$ cat src/rtl/fi_campaign_ctrl_if.sv
// Fault-injection port bundle between fi_campaign_ctrl and the aes_top / aes_top_ref pair.
// master = campaign controller, slave = the AES cores it drives and observes.
interface fi_campaign_ctrl_if;
  logic         ld;
  logic         en_FI;
  logic         mode_FI;
  logic [3:0]   func_FI;
  logic [3:0]   round_FI;
  logic [1:0]   row_FI;
  logic [1:0]   column_FI;
  logic [3:0]   bit_index_FI;
  logic         aes_done;
  logic [127:0] aes_text_out;
  logic         ref_done;
  logic [127:0] ref_text_out;
  logic         fault_detected;
  logic [4:0]   fault_location;

  modport master (
    output ld, en_FI, mode_FI, func_FI, round_FI, row_FI, column_FI, bit_index_FI,
    input  aes_done, aes_text_out, ref_done, ref_text_out, fault_detected, fault_location
  );

  modport slave (
    input  ld, en_FI, mode_FI, func_FI, round_FI, row_FI, column_FI, bit_index_FI,
    output aes_done, aes_text_out, ref_done, ref_text_out, fault_detected, fault_location
  );
endinterface

$ cat src/rtl/fi_campaign_ctrl.sv
// Fault-injection campaign sequencer: sweeps round/row/column/bit on aes_top and classifies each point.
// Define FI_LOG_FIFO_EN to add an 8-entry log of silent-corruption coordinates.
module fi_campaign_ctrl #(
  parameter int ROUND_FIRST = 1,
  parameter int ROUND_LAST  = 9,
  parameter int TIMEOUT     = 63,
  parameter int CNT_W       = 16
) (
  input  logic               clk,
  input  logic               rst,
  input  logic               start,
  input  logic               cfg_mode,
  input  logic [3:0]         cfg_func,
  output logic               busy,
  output logic               camp_done,
  fi_campaign_ctrl_if.master fi,
  output logic [CNT_W-1:0]   n_inj,
  output logic [CNT_W-1:0]   n_detected,
  output logic [CNT_W-1:0]   n_silent,
  output logic [CNT_W-1:0]   n_masked,
  output logic [CNT_W-1:0]   n_loc_err,
  output logic [CNT_W-1:0]   n_timeout,
  output logic               log_valid,
  output logic [11:0]        log_data,
  input  logic               log_pop
);
  localparam int TW = $clog2(TIMEOUT + 1);

  // state   | meaning
  // S_IDLE  | waiting for start, counters hold last campaign
  // S_LOAD  | ld pulse for the current point, clear latches, arm timer
  // S_RUN   | wait for both cores (sticky latches) or timeout
  // S_CHECK | classify the point
  // S_NEXT  | advance the coordinate odometer
  // S_DONE  | camp_done pulse
  typedef enum logic [2:0] {S_IDLE, S_LOAD, S_RUN, S_CHECK, S_NEXT, S_DONE} state_t;
  state_t state, state_nx;

  logic          mode_q;
  logic [3:0]    func_q, round_q, bit_q;
  logic [1:0]    row_q, col_q;
  logic [TW-1:0] timer;
  logic          aes_seen, ref_seen, det_seen;
  logic [127:0]  aes_text_q, ref_text_q;
  logic          aes_now, ref_now, timeout_hit, texts_differ;
  logic          bit_wrap, col_wrap, row_wrap, all_wrap;

  function automatic logic [CNT_W-1:0] sat_inc(input logic [CNT_W-1:0] v);
    return (&v) ? v : v + CNT_W'(1);
  endfunction

  assign aes_now      = aes_seen | fi.aes_done;
  assign ref_now      = ref_seen | fi.ref_done;
  assign texts_differ = (aes_text_q != ref_text_q);

  // Byte mode forces the bit digit to wrap every step, so only col/row/round advance.
  assign bit_wrap = mode_q | (bit_q == 4'd7);
  assign col_wrap = bit_wrap & (col_q == 2'd3);
  assign row_wrap = col_wrap & (row_q == 2'd3);
  assign all_wrap = row_wrap & (round_q == 4'(ROUND_LAST));

  always_comb begin
    state_nx    = state;
    timeout_hit = 1'b0;
    case (state)
      S_IDLE:  if (start) state_nx = S_LOAD;
      S_LOAD:  state_nx = S_RUN;
      S_RUN: begin
        if (aes_now && ref_now) begin
          state_nx = S_CHECK;
        end else if (timer == '0) begin
          state_nx    = S_NEXT;
          timeout_hit = 1'b1;
        end
      end
      S_CHECK: state_nx = S_NEXT;
      S_NEXT:  state_nx = all_wrap ? S_DONE : S_LOAD;
      S_DONE:  state_nx = S_IDLE;
      default: state_nx = S_IDLE;
    endcase
  end

  always_ff @(posedge clk) begin
    if (rst) begin
      state      <= S_IDLE;
      mode_q     <= 1'b0;
      func_q     <= '0;
      round_q    <= '0;
      row_q      <= '0;
      col_q      <= '0;
      bit_q      <= '0;
      timer      <= '0;
      aes_seen   <= 1'b0;
      ref_seen   <= 1'b0;
      det_seen   <= 1'b0;
      aes_text_q <= '0;
      ref_text_q <= '0;
      n_inj      <= '0;
      n_detected <= '0;
      n_silent   <= '0;
      n_masked   <= '0;
      n_loc_err  <= '0;
      n_timeout  <= '0;
    end else begin
      state <= state_nx;
      case (state)
        S_IDLE: begin
          if (start) begin
            mode_q     <= cfg_mode;
            func_q     <= cfg_func;
            round_q    <= 4'(ROUND_FIRST);
            row_q      <= '0;
            col_q      <= '0;
            bit_q      <= '0;
            n_inj      <= '0;
            n_detected <= '0;
            n_silent   <= '0;
            n_masked   <= '0;
            n_loc_err  <= '0;
            n_timeout  <= '0;
          end
        end
        S_LOAD: begin
          aes_seen <= 1'b0;
          ref_seen <= 1'b0;
          det_seen <= 1'b0;
          timer    <= TW'(TIMEOUT - 1);
        end
        S_RUN: begin
          if (fi.aes_done) aes_seen <= 1'b1;
          if (fi.ref_done) ref_seen <= 1'b1;
          if (fi.fault_detected) det_seen <= 1'b1;
          if (fi.aes_done && !aes_seen) aes_text_q <= fi.aes_text_out;
          if (fi.ref_done && !ref_seen) ref_text_q <= fi.ref_text_out;
          timer <= timer - TW'(1);
          if (timeout_hit) begin
            n_timeout <= sat_inc(n_timeout);
            n_inj     <= sat_inc(n_inj);
          end
        end
        S_CHECK: begin
          n_inj <= sat_inc(n_inj);
          if (det_seen) begin
            n_detected <= sat_inc(n_detected);
            if (fi.fault_location != ({1'b0, round_q} + 5'd1)) n_loc_err <= sat_inc(n_loc_err);
          end else if (texts_differ) begin
            n_silent <= sat_inc(n_silent);
          end else begin
            n_masked <= sat_inc(n_masked);
          end
        end
        S_NEXT: begin
          bit_q <= bit_wrap ? 4'd0 : bit_q + 4'd1;
          if (bit_wrap) col_q <= col_wrap ? 2'd0 : col_q + 2'd1;
          if (col_wrap) row_q <= row_wrap ? 2'd0 : row_q + 2'd1;
          if (row_wrap) round_q <= all_wrap ? 4'(ROUND_FIRST) : round_q + 4'd1;
        end
        default: ;
      endcase
    end
  end

  assign busy            = (state != S_IDLE);
  assign camp_done       = (state == S_DONE);
  assign fi.ld           = (state == S_LOAD);
  assign fi.en_FI        = (state == S_LOAD) || (state == S_RUN) || (state == S_CHECK) || (state == S_NEXT);
  assign fi.mode_FI      = mode_q;
  assign fi.func_FI      = func_q;
  assign fi.round_FI     = round_q;
  assign fi.row_FI       = row_q;
  assign fi.column_FI    = col_q;
  assign fi.bit_index_FI = bit_q;

`ifdef FI_LOG_FIFO_EN
  logic [11:0] fifo_mem [8];
  logic [2:0]  wr_ptr, rd_ptr;
  logic [3:0]  fifo_cnt;
  logic        log_push, do_push, do_pop;

  assign log_push = (state == S_CHECK) && !det_seen && texts_differ;
  assign do_pop   = log_pop && (fifo_cnt != 4'd0);
  assign do_push  = log_push && (fifo_cnt != 4'd8);

  always_ff @(posedge clk) begin
    if (rst) begin
      wr_ptr   <= '0;
      rd_ptr   <= '0;
      fifo_cnt <= '0;
    end else begin
      if (do_push) wr_ptr <= wr_ptr + 3'd1;
      if (do_pop) rd_ptr <= rd_ptr + 3'd1;
      fifo_cnt <= fifo_cnt + {3'd0, do_push} - {3'd0, do_pop};
    end
  end

  always_ff @(posedge clk) begin
    if (do_push) fifo_mem[wr_ptr] <= {round_q, row_q, col_q, bit_q};
  end

  assign log_valid = (fifo_cnt != 4'd0);
  assign log_data  = fifo_mem[rd_ptr];
`else
  logic unused_log_pop;
  assign unused_log_pop = log_pop;
  assign log_valid      = 1'b0;
  assign log_data       = '0;
`endif
endmodule

$ cat src/flat_wrapper.sv
// flat-port wrapper written by rule: the top's interface ports become plain ports
module fi_campaign_ctrl_flat 
#(
  parameter int ROUND_FIRST = 1,
  parameter int ROUND_LAST  = 9,
  parameter int TIMEOUT     = 63,
  parameter int CNT_W       = 16
)
  (clk, rst, start, cfg_mode, cfg_func, busy, camp_done, n_inj, n_detected, n_silent, n_masked, n_loc_err, n_timeout, log_valid, log_data, log_pop, fi_ld, fi_en_FI, fi_mode_FI, fi_func_FI, fi_round_FI, fi_row_FI, fi_column_FI, fi_bit_index_FI, fi_aes_done, fi_aes_text_out, fi_ref_done, fi_ref_text_out, fi_fault_detected, fi_fault_location);
  fi_campaign_ctrl_if fi_i ();
  input  logic clk;
  input  logic rst;
  input  logic start;
  input  logic cfg_mode;
  input  logic [3:0] cfg_func;
  output logic busy;
  output logic camp_done;
  output logic [CNT_W-1:0] n_inj;
  output logic [CNT_W-1:0] n_detected;
  output logic [CNT_W-1:0] n_silent;
  output logic [CNT_W-1:0] n_masked;
  output logic [CNT_W-1:0] n_loc_err;
  output logic [CNT_W-1:0] n_timeout;
  output logic log_valid;
  output logic [11:0] log_data;
  input  logic log_pop;
  output wire logic [$bits(fi_i.ld)-1:0] fi_ld;
  output wire logic [$bits(fi_i.en_FI)-1:0] fi_en_FI;
  output wire logic [$bits(fi_i.mode_FI)-1:0] fi_mode_FI;
  output wire logic [$bits(fi_i.func_FI)-1:0] fi_func_FI;
  output wire logic [$bits(fi_i.round_FI)-1:0] fi_round_FI;
  output wire logic [$bits(fi_i.row_FI)-1:0] fi_row_FI;
  output wire logic [$bits(fi_i.column_FI)-1:0] fi_column_FI;
  output wire logic [$bits(fi_i.bit_index_FI)-1:0] fi_bit_index_FI;
  input wire logic [$bits(fi_i.aes_done)-1:0] fi_aes_done;
  input wire logic [$bits(fi_i.aes_text_out)-1:0] fi_aes_text_out;
  input wire logic [$bits(fi_i.ref_done)-1:0] fi_ref_done;
  input wire logic [$bits(fi_i.ref_text_out)-1:0] fi_ref_text_out;
  input wire logic [$bits(fi_i.fault_detected)-1:0] fi_fault_detected;
  input wire logic [$bits(fi_i.fault_location)-1:0] fi_fault_location;
  assign fi_ld = fi_i.ld;
  assign fi_en_FI = fi_i.en_FI;
  assign fi_mode_FI = fi_i.mode_FI;
  assign fi_func_FI = fi_i.func_FI;
  assign fi_round_FI = fi_i.round_FI;
  assign fi_row_FI = fi_i.row_FI;
  assign fi_column_FI = fi_i.column_FI;
  assign fi_bit_index_FI = fi_i.bit_index_FI;
  assign fi_i.aes_done = fi_aes_done;
  assign fi_i.aes_text_out = fi_aes_text_out;
  assign fi_i.ref_done = fi_ref_done;
  assign fi_i.ref_text_out = fi_ref_text_out;
  assign fi_i.fault_detected = fi_fault_detected;
  assign fi_i.fault_location = fi_fault_location;
  fi_campaign_ctrl #(.ROUND_FIRST(ROUND_FIRST), .ROUND_LAST(ROUND_LAST), .TIMEOUT(TIMEOUT), .CNT_W(CNT_W)) u_core (.clk(clk), .rst(rst), .start(start), .cfg_mode(cfg_mode), .cfg_func(cfg_func), .busy(busy), .camp_done(camp_done), .fi(fi_i), .n_inj(n_inj), .n_detected(n_detected), .n_silent(n_silent), .n_masked(n_masked), .n_loc_err(n_loc_err), .n_timeout(n_timeout), .log_valid(log_valid), .log_data(log_data), .log_pop(log_pop));
endmodule
$ cat config.mk
export PLATFORM = sky130hd
export DESIGN_NAME = fi_campaign_ctrl_flat
export DESIGN_NICKNAME = d
export VERILOG_FILES = /design/src/rtl/fi_campaign_ctrl_if.sv /design/src/rtl/fi_campaign_ctrl.sv /design/src/flat_wrapper.sv
export SDC_FILE = /design/constraint.sdc
export NUM_CORES = 1
export LEC_CHECK = 0
export CORE_UTILIZATION = 50
export DETAILED_ROUTE_END_ITERATION = 10
export GPL_TIMING_DRIVEN = 0
export PLACE_DENSITY = 0.89
export SYNTH_ARGS = -nofsm -noshare
export SYNTH_HDL_FRONTEND = slang
export SYNTH_SLANG_ARGS = --single-unit
$ cat constraint.sdc
create_clock -name clk -period 2.7 [get_ports clk]
set_input_delay 0.54 -clock clk [delete_from_list [all_inputs] [get_ports clk]]
set_output_delay 0.54 -clock clk [all_outputs]
set_load 0.01 [all_outputs]
-- After elaboration in Yosys (flattened, before gate mapping)
Index checks and enable logic that the tools add are counted.
- logic and storage cells: 157
- bits of input ports: 273
- register bits after elaboration: 381
- multiplexer cells: 51
- $add $sub $neg: 12
- eq/ne operators: 30
- bitwise gates (word level): 6
- reduce and logical (&&, ||, !) cells: 39
- operators by type and width (cell ; number):
    $mux W16 ; 16
    $pmux W16 S2 ; 5
    $ne A128 B128 Y1 ; 1
    $add A16 B1 Y16 const B ; 6
    $reduce_and A16 Y1 ; 6
    $pmux W16 S3 ; 1
    $ne A2 B2 Y1 const B ; 11
    $mux W4 ; 5
    $pmux W4 S2 ; 2
    $reduce_and A2 Y1 ; 8
    $pmux W3 S5 ; 1
    $reduce_and A5 Y1 ; 3
    $ne A2 B1 Y1 const B ; 7
    $mux W3 ; 4
    $pmux W6 S2 ; 1
    $reduce_and A3 Y1 ; 4
    $mux W2 ; 5
    $add A4 B1 Y4 const B ; 2
    $pmux W2 S2 ; 2
    $reduce_and A4 Y1 ; 2
    $reduce_bool A2 Y1 ; 4
    $eq A3 B2 Y1 const B ; 2
    $eq A3 B3 Y1 const B ; 2
    $logic_not A6 Y1 ; 1
    18 further kinds ; 37

-- Longest topological paths before layout
Gate-level depths: netlist of run 1.
- depth in word-level cells: 8
- gate-level depth with buffers: 10
- mapped depth without buffers: 8

-- Least setup slack after synthesis of run 1
OpenSTA, ideal clock, no wires.
- kind: register to register
- start point: register u_core.round_q[0] (netlist: u_core.fi.round_FI[0])
- end point: register u_core.n_loc_err[2]
- period minus slack after synthesis: 2.220 ns
- arrival: 2.088 ns
- cell stages (with the launch flop): 11
- setup slack: 0.480 ns
- buffers on the path: 2
- cell sequence: dfxtp_1 ha_1 or3b_2 a21oi_1 o2111ai_1 o211ai_2 buf_4 buf_4 nor2_1 o21ai_0 a21oi_1
- cells in the longest elaborated chain, start to end: 4
- ends and longest elaborated chain (element ; RTL line ; source):
    start, declared ; fi_campaign_ctrl.sv:40 ; logic [3:0] func_q, round_q, bit_q;
    start signal, assigned ; fi_campaign_ctrl.sv:111 ; round_q <= 4'(ROUND_FIRST);
    start signal, assigned ; fi_campaign_ctrl.sv:156 ; if (row_wrap) round_q <= all_wrap ? 4'(ROUND_FIRST) : round_q + 4'd1;
    $add A4 B1 Y5 ; fi_campaign_ctrl.sv:145 ; if (fi.fault_location != ({1'b0, round_q} + 5'd1)) n_loc_err <= sat_inc(n_loc_err);
    $ne A5 B5 Y1 ; fi_campaign_ctrl.sv:145 ;
    $ne A2 B1 Y1 (no source line) ; - ;
    $reduce_and A5 Y1 (no source line) ; - ;
    end signal, assigned ; fi_campaign_ctrl.sv:145 ;
    end, declared ; fi_campaign_ctrl.sv:21 ; output logic [CNT_W-1:0] n_loc_err,
Every way passes these cells.
A chain may end at the register's enable or synchronous reset.

-- Worst setup path in the final report of run 1
- start point: register u_core.state[0]
- end point: output port fi_en_FI
- cells in the longest elaborated chain, start to end: 4
- elaborated cells on any way between the ends: 7
- classes of those cells: 4 x eq/ne; 3 x reduce/logical
- ends and longest elaborated chain (element ; RTL line ; source):
    start, declared ; fi_campaign_ctrl.sv:37 ; state_t state, state_nx;
    start signal, assigned ; fi_campaign_ctrl.sv:105 ; state <= state_nx;
    $eq A3 B1 Y1 / $eq A3 B2 Y1 (equally long branches) ; fi_campaign_ctrl.sv:166 ; assign fi.en_FI = (state == S_LOAD) || (state == S_RUN) || (state == S_CHECK) || (state == S_NEXT);
    $logic_or A1 B1 Y1 (2 in a row) ; fi_campaign_ctrl.sv:166 ;
    $logic_or A1 B1 Y1 * ; fi_campaign_ctrl.sv:166 ;
    end, declared ; flat_wrapper.sv:28 ; output wire logic [$bits(fi_i.en_FI)-1:0] fi_en_FI;
Every way passes the cells marked *; elsewhere a longest branch is shown, timed or not.

==> metrics.cfg, run 1 <==
[sta]
rsz0062_at_grt = no
finClkSkew_ps = 22.4
maxClockFrequency_ghz = 0.376
relSlewSlack_pct = 46.9
fin_crit_ps = 2660
finalHoldViolations = 0
tightest_slew_ps = 797
whs_ps = 464
slew_violations = 0
fin_crit_sh_pct = 98.4
setup_viol = 0

[setup_path]
endpoint_kind = output port
slowest_stage = clkdlybuf4s50_1
worstPathMaxFanout = 10
path_cells = buf_2, or3_4, buf_6, and2_1, clkdlybuf4s50_1
crit_type = register to output port
required_ps = 2160
start_kind = register
crit_arrival_ps = 2120
max_stage_delay_ps = 490

[routing]
antenna_left = 0
drc = 0
vias_per_cell = 5.72
wire_per_inst_um = 19.6
via_count = 17300
drt_wl_total_um = 59100
drtIter0Drc = 1598
first_pass_iters = 5

[floorplanning]
start_util_pct = 50.9
core_area_um2 = 32600
io_pins = 403
dieArea_um2 = 34000
die_h_um = 184
row_count = 66
die_x_um = 184

[global_routing]
grt_pass1_vias = 16200
grt.met2_usage_pct = 55.4
grt_remaining_overflow = 0
top_usage_layer = met2
grt.total_usage_pct = 33.4
grt_use_met3_pct = 5.83
grt_pass1_wl_um = 87600
grtUsageMet1_pct = 41.7
antenna_found_initial = 10
grt_max_degree = 14

[layout]
fin_nets = 2823
fin_cells = 3020
n_fill_cell = 2489
ff_latch_area_um2 = 7630
syn2layout_area_growth_pct = 36.7
multi_input_area_um2 = 8430
finish.utilization_pct = 69.6
drive_gt1_share_pct = 6.43

[synthesis]
synthTopCellsByArea = dfxtp_1, nand2_1, a21oi_1, xnor2_1, nor2_1
synth_common_cells = nand2_1, dfxtp_1, a21oi_1
yosysTopAreaCell = dfxtp_1
synth_top_area_share_pct = 45.9
synth_area_per_cell_um2 = 7.94
synth_warnings = 0
syn_inst = 2092
synthFlopType = dfxtp_1
async_reset_ff_share_pct = 0
synth-edff-count = 0
ys_seq_area_share_pct = 45.9
synth.most_common_cell = nand2_1
synth.distinct_cells = 79
syn_area_um2 = 16600
synth_seq_cells = 381

[clock_tree]
clk_path_buf_depth = 3
clock-sinks = 381
hold_buffers = 0
clk_pin_slew_worst_paths_ps = 60
worst_skew_pair.late_latency_ps = 530
cts_tree = done
h-tree-depth = 2
cts_buffers = 41
cts_root_buf = clkbuf_16

[worst_hold_path]
hp-class = register to register

[power]
peakVddDrop_mv = 0.454
power.leakage_nw = 7.61
powerDensity_nw_per_um2 = 601
p_total_mw = 13.7

[outcome]
outcome = finished, final reports clean

[flow_run]
drv_cap = 0

[placement]
hpwl_um = 44300
place_congestion = 0.936
placedCellCount = 2933
numPortBuffers = 387

## report_power, final
group	internal, mW	total, mW	switching [mW]
logic	0.788	1.74	0.950
clock network	3.70	6.02	2.32
registers	5.78	5.90	0.124
## what timing repair did
| action | 4_1_cts | 5_1_grt |
|---|---|---|
| setup buffers | 1 | 2 |
| resized for setup | 8 | 23 |
| setup endpoints to repair | 226 | 81 |
| pin swaps | 1 | 3 |
## metrics by stage
step | setup TNS, ps | area (um^2) | setup WS, ps
floorplan | 0 | 16700 | 480
CTS | 0 | 22600 | 5.53
global placement | -20880 | 21100 | -268
finish | 0 | 22700 | 42.3
global route | 0 | 22700 | 0.0477
detailed placement | -36450 | 21100 | -324
## logic make-up (layout without fill, tap and decap cells)
| kind of cell | count (synthesis) | count (layout) | synth area share [%] |
|---|---|---|---|
| flops | 381 | 381 | 45.9 |
| xor+xnor | 165 | 165 | 8.78 |
| fa+ha+maj | 13 | 13 | 0.979 |
| simple gates | 953 | 953 | 25.4 |
| mux | 5 | 5 | 0.331 |
| other cells | 1 | 24 | 0.0226 |
| buf+inv | 160 | 623 | 4.32 |
| compound gates | 414 | 414 | 14.2 |
## area by class of cell
class                      count  area share [%]
antenna                       11           0.121
buffer                       143            2.93
clock buffer                  56            5.13
clock inverter                17            1.20
inverter                      17           0.281
multi-input combinational   1563            37.2
sequential                   381            33.6
tap                          442            2.44
timing repair buffer         390            17.2
## sequential cells by signal, indices dropped and copies added (netlist names), 16 cells and up
register	flops
u_core.aes_text_q	128
u_core.n_detected	16
u_core.n_inj	16
u_core.n_loc_err	16
u_core.n_masked	16
u_core.n_silent	16
u_core.n_timeout	16
u_core.ref_text_q	128
## metal layers
layer / vias to the layer above / share of wire [%] / wire length, um
met5: - / 0.022 / 13
met4: 2 / 5.0 / 2980
met3: 176 / 8.1 / 4780
met2: 947 / 47 / 27800
met1: 8167 / 40 / 23500
li1: 7979 / - / -
## path summary, 6_finish.rpt
kind / start / end / slack (ps) / depth (start not counted)
setup / recovery: u_core.state[0] / fi_en_FI / 40 / 5
hold / removal: u_core.fi.func_FI[2] / u_core.fi.func_FI[2] / 460 / 2
setup reg to reg: u_core.ref_text_q[3] / u_core.n_masked[12] / 100 / 9
hold reg to reg: u_core.fi.func_FI[2] / u_core.fi.func_FI[2] / 460 / 2
## worst max-delay path: cells and delay by family (launching register included)
| family | cells | cell delay, ps |
|---|---|---|
| buf+inv | 3 | 790 |
| simple gates | 2 | 500 |
| flops | 1 | 300 |
## layout by cell type (no fill, tap or decap), types with 21 or more instances in the layout
cell type	count
nand2_1	595
clkdlybuf4s50_1	386
dfxtp_1	380
a21oi_1	302
xnor2_1	125
nor2_1	104
clkbuf_1	95
nand3_1	61
nand4_1	58
clkbuf_16	43
xor2_1	30
buf_2	24
nor3_1	24
a31oi_1	22
and3_1	21
No activity file was read; power rests on OpenSTA's default activity.
==> run 2: changes to the inputs <==
- CORE_ASPECT_RATIO: unset -> 1.2
==> metrics.cfg, run 2 (synthesis results as in run 1) <==
[routing]
drt_wl_total_um = 60200  ; was 59100 um
drtIter0Drc = 1516  ; was 1598
antenna_left = 0  ; unchanged
via_count = 17300  ; about the same
first_pass_iters = 6  ; was 5
vias_per_cell = 5.81  ; was 5.72
drc = 0  ; unchanged
wire_per_inst_um = 20.2  ; was 19.6 um

[global_routing]
grt.total_usage_pct = 34.3  ; was 33.4%
antenna_found_initial = 10  ; unchanged
grt_max_degree = 17  ; was 14
grt_pass1_wl_um = 90000  ; was 87600 um
grt_remaining_overflow = 0  ; unchanged
grt_pass1_vias = 16700  ; was 16200

[power]
power.leakage_nw = 7.53  ; was 7.61 nW
peakVddDrop_mv = 0.491  ; was 0.454 mV
powerDensity_nw_per_um2 = 591  ; was 601 nW/um^2

[floorplanning]
core_area_um2 = 32400  ; was 32600 um^2
die_h_um = 202  ; was 184 um
dieArea_um2 = 34000  ; about the same
row_count = 72  ; was 66
start_util_pct = 51.2  ; was 50.9%
io_pins = 403  ; unchanged
die_x_um = 168  ; was 184 um

[setup_path]
cp_top_family = simple AND/OR/NAND/NOR gates  ; was buffers and inverters
critPathBufInv = 2  ; was 3
required_ps = 3120  ; was 2160 ps
worstPathMaxFanout = 10  ; unchanged
crit_type = register to register  ; was register to output port
start_kind = register  ; unchanged
slowest_stage = nor4_1  ; was clkdlybuf4s50_1
endpoint_kind = register  ; was output port
max_stage_delay_ps = 370  ; was 490 ps
crit_arrival_ps = 3070  ; was 2120 ps
path_cells = xnor2_1, nand4_1, nor4_1, nand4_1, buf_4, nor3_2, clkbuf_4, o22ai_1, a31o_2  ; was buf_2, or3_4, buf_6, and2_1, clkdlybuf4s50_1
crit_path_frequent_cell = nand4_1

[sta]
worst_slack_ps = 44.8  ; was 42.3 ps
tns_ps = 0  ; unchanged
fin_crit_ps = 2660  ; about the same
finalHoldViolations = 0  ; unchanged
fin_crit_sh_pct = 98.3  ; was 98.4%
maxClockFrequency_ghz = 0.377  ; was 0.376 GHz
relSlewSlack_pct = 42.2  ; was 46.9%
whs_ps = 452  ; was 464 ps
rsz0062_at_grt = no  ; unchanged
finClkSkew_ps = 27.3  ; was 22.4 ps
tightest_slew_ps = 867  ; was 797 ps
setup_viol = 0  ; unchanged
slew_violations = 0  ; unchanged

[layout]
multi_input_area_um2 = 8410  ; was 8430 um^2
finalInstanceArea_um2 = 22500  ; was 22700 um^2
final_cell_mix = nand2_1, clkdlybuf4s50_1, dfxtp_1  ; unchanged
n_fill_cell = 2443  ; was 2489
drive_gt1_share_pct = 6.47  ; was 6.43%
layout_commonest_cell = nand2_1  ; unchanged
fin_cells = 2982  ; was 3020
fin_nets = 2821  ; was 2823
ff_latch_area_um2 = 7630  ; unchanged
largestRegisters = u_core.aes_text_q x128, u_core.ref_text_q x128  ; unchanged
syn2layout_area_growth_pct = 35.7  ; was 36.7%

[placement]
pre_cts_ws_ps = -161  ; was -324 ps
place_congestion = 0.944  ; was 0.936
hpwl_um = 45600  ; was 44300 um
placedCellCount = 2898  ; was 2933
place_area_um2 = 21000  ; was 21100 um^2
numPortBuffers = 387  ; unchanged

[clock_tree]
clk_pin_slew_worst_paths_ps = 70  ; was 60 ps
cts_buffers = 39  ; was 41
h-tree-depth = 2  ; unchanged
clk_path_buf_depth = 3  ; unchanged
hold_buffers = 0  ; unchanged
cts_tree = done  ; unchanged
cts_root_buf = clkbuf_16  ; unchanged
clock-sinks = 381  ; unchanged
worst_skew_pair.late_latency_ps = 550  ; was 530 ps

[worst_hold_path]
hp-class = register to register  ; unchanged

[outcome]
outcome = finished, final reports clean  ; unchanged

[flow_run]
drv_cap = 0  ; unchanged

run 2: cell count changes in the layout (fill, tap and decap cells not counted), moves of 2 or more:
cell / delta
clkbuf_2: -2
clkbuf_1: -4
clkinv_2: +3
clkbuf_16: -3
diode_2: -2
bufinv_16: -2
clkinvlp_4: +6
run 2: power breakdown:
part	switching [mW]	internal [mW]	total (mW)
combinational	0.959	0.788	1.75
clock	2.37	3.31	5.68
sequential	0.124	5.77	5.90
run 2: metal layers:
layer,up-vias,wire (um),GRT usage (%)
met2,1054,28800,57.9
li1,7975,-,-
met5,-,20,0
met1,8027,21200,38.4
met3,262,5470,6.53
met4,4,4730,25.4
run 2: worst register-to-register path, delay by kind of cell, from the launching register on:
family                 cells  cell delay, ps
buffers and inverters      2             460
AO/OA/AOI/OAI              2             370
flip-flops                 1             330
XOR/XNOR                   1             310
AND/OR/NAND/NOR            4            1050
run 2: worst paths after layout:
path,from,end,slack (ps),cells after the start
setup / recovery,u_core.ref_text_q[8],u_core.n_masked[12],40,9
hold reg to reg,u_core.fi.func_FI[3],u_core.fi.func_FI[3],450,2
setup reg to reg,u_core.ref_text_q[8],u_core.n_masked[12],40,9
hold / removal,u_core.fi.func_FI[3],u_core.fi.func_FI[3],450,2
run 2: final cells by class:
cell class	instances	area share, %
Multi-Input combinational cell	1563	37.3
Antenna cell	9	0.0999
Timing Repair Buffer	390	17.3
Clock buffer	46	4.67
Clock inverter	26	1.32
Tap cell	407	2.26
Buffer	143	2.94
Inverter	17	0.283
Sequential cell	381	33.8
run 2: through the flow:
stage,utilization [%],power (mW)
CTS,69.1,13.3
floorplan,-,6.80
detailed placement,64.9,7.67
finish,69.5,13.3
global route,69.5,13.7
global placement,64.9,7.62
run 2: timing repair:
item / CTS / global route
pin swaps: 2 / 2
setup buffers: 3 / 0
cloned: 0 / 0
gates resized for setup: 5 / 19
endpoints found under the hold margin: 0 / 0
endpoints found under the setup margin: 98 / 45
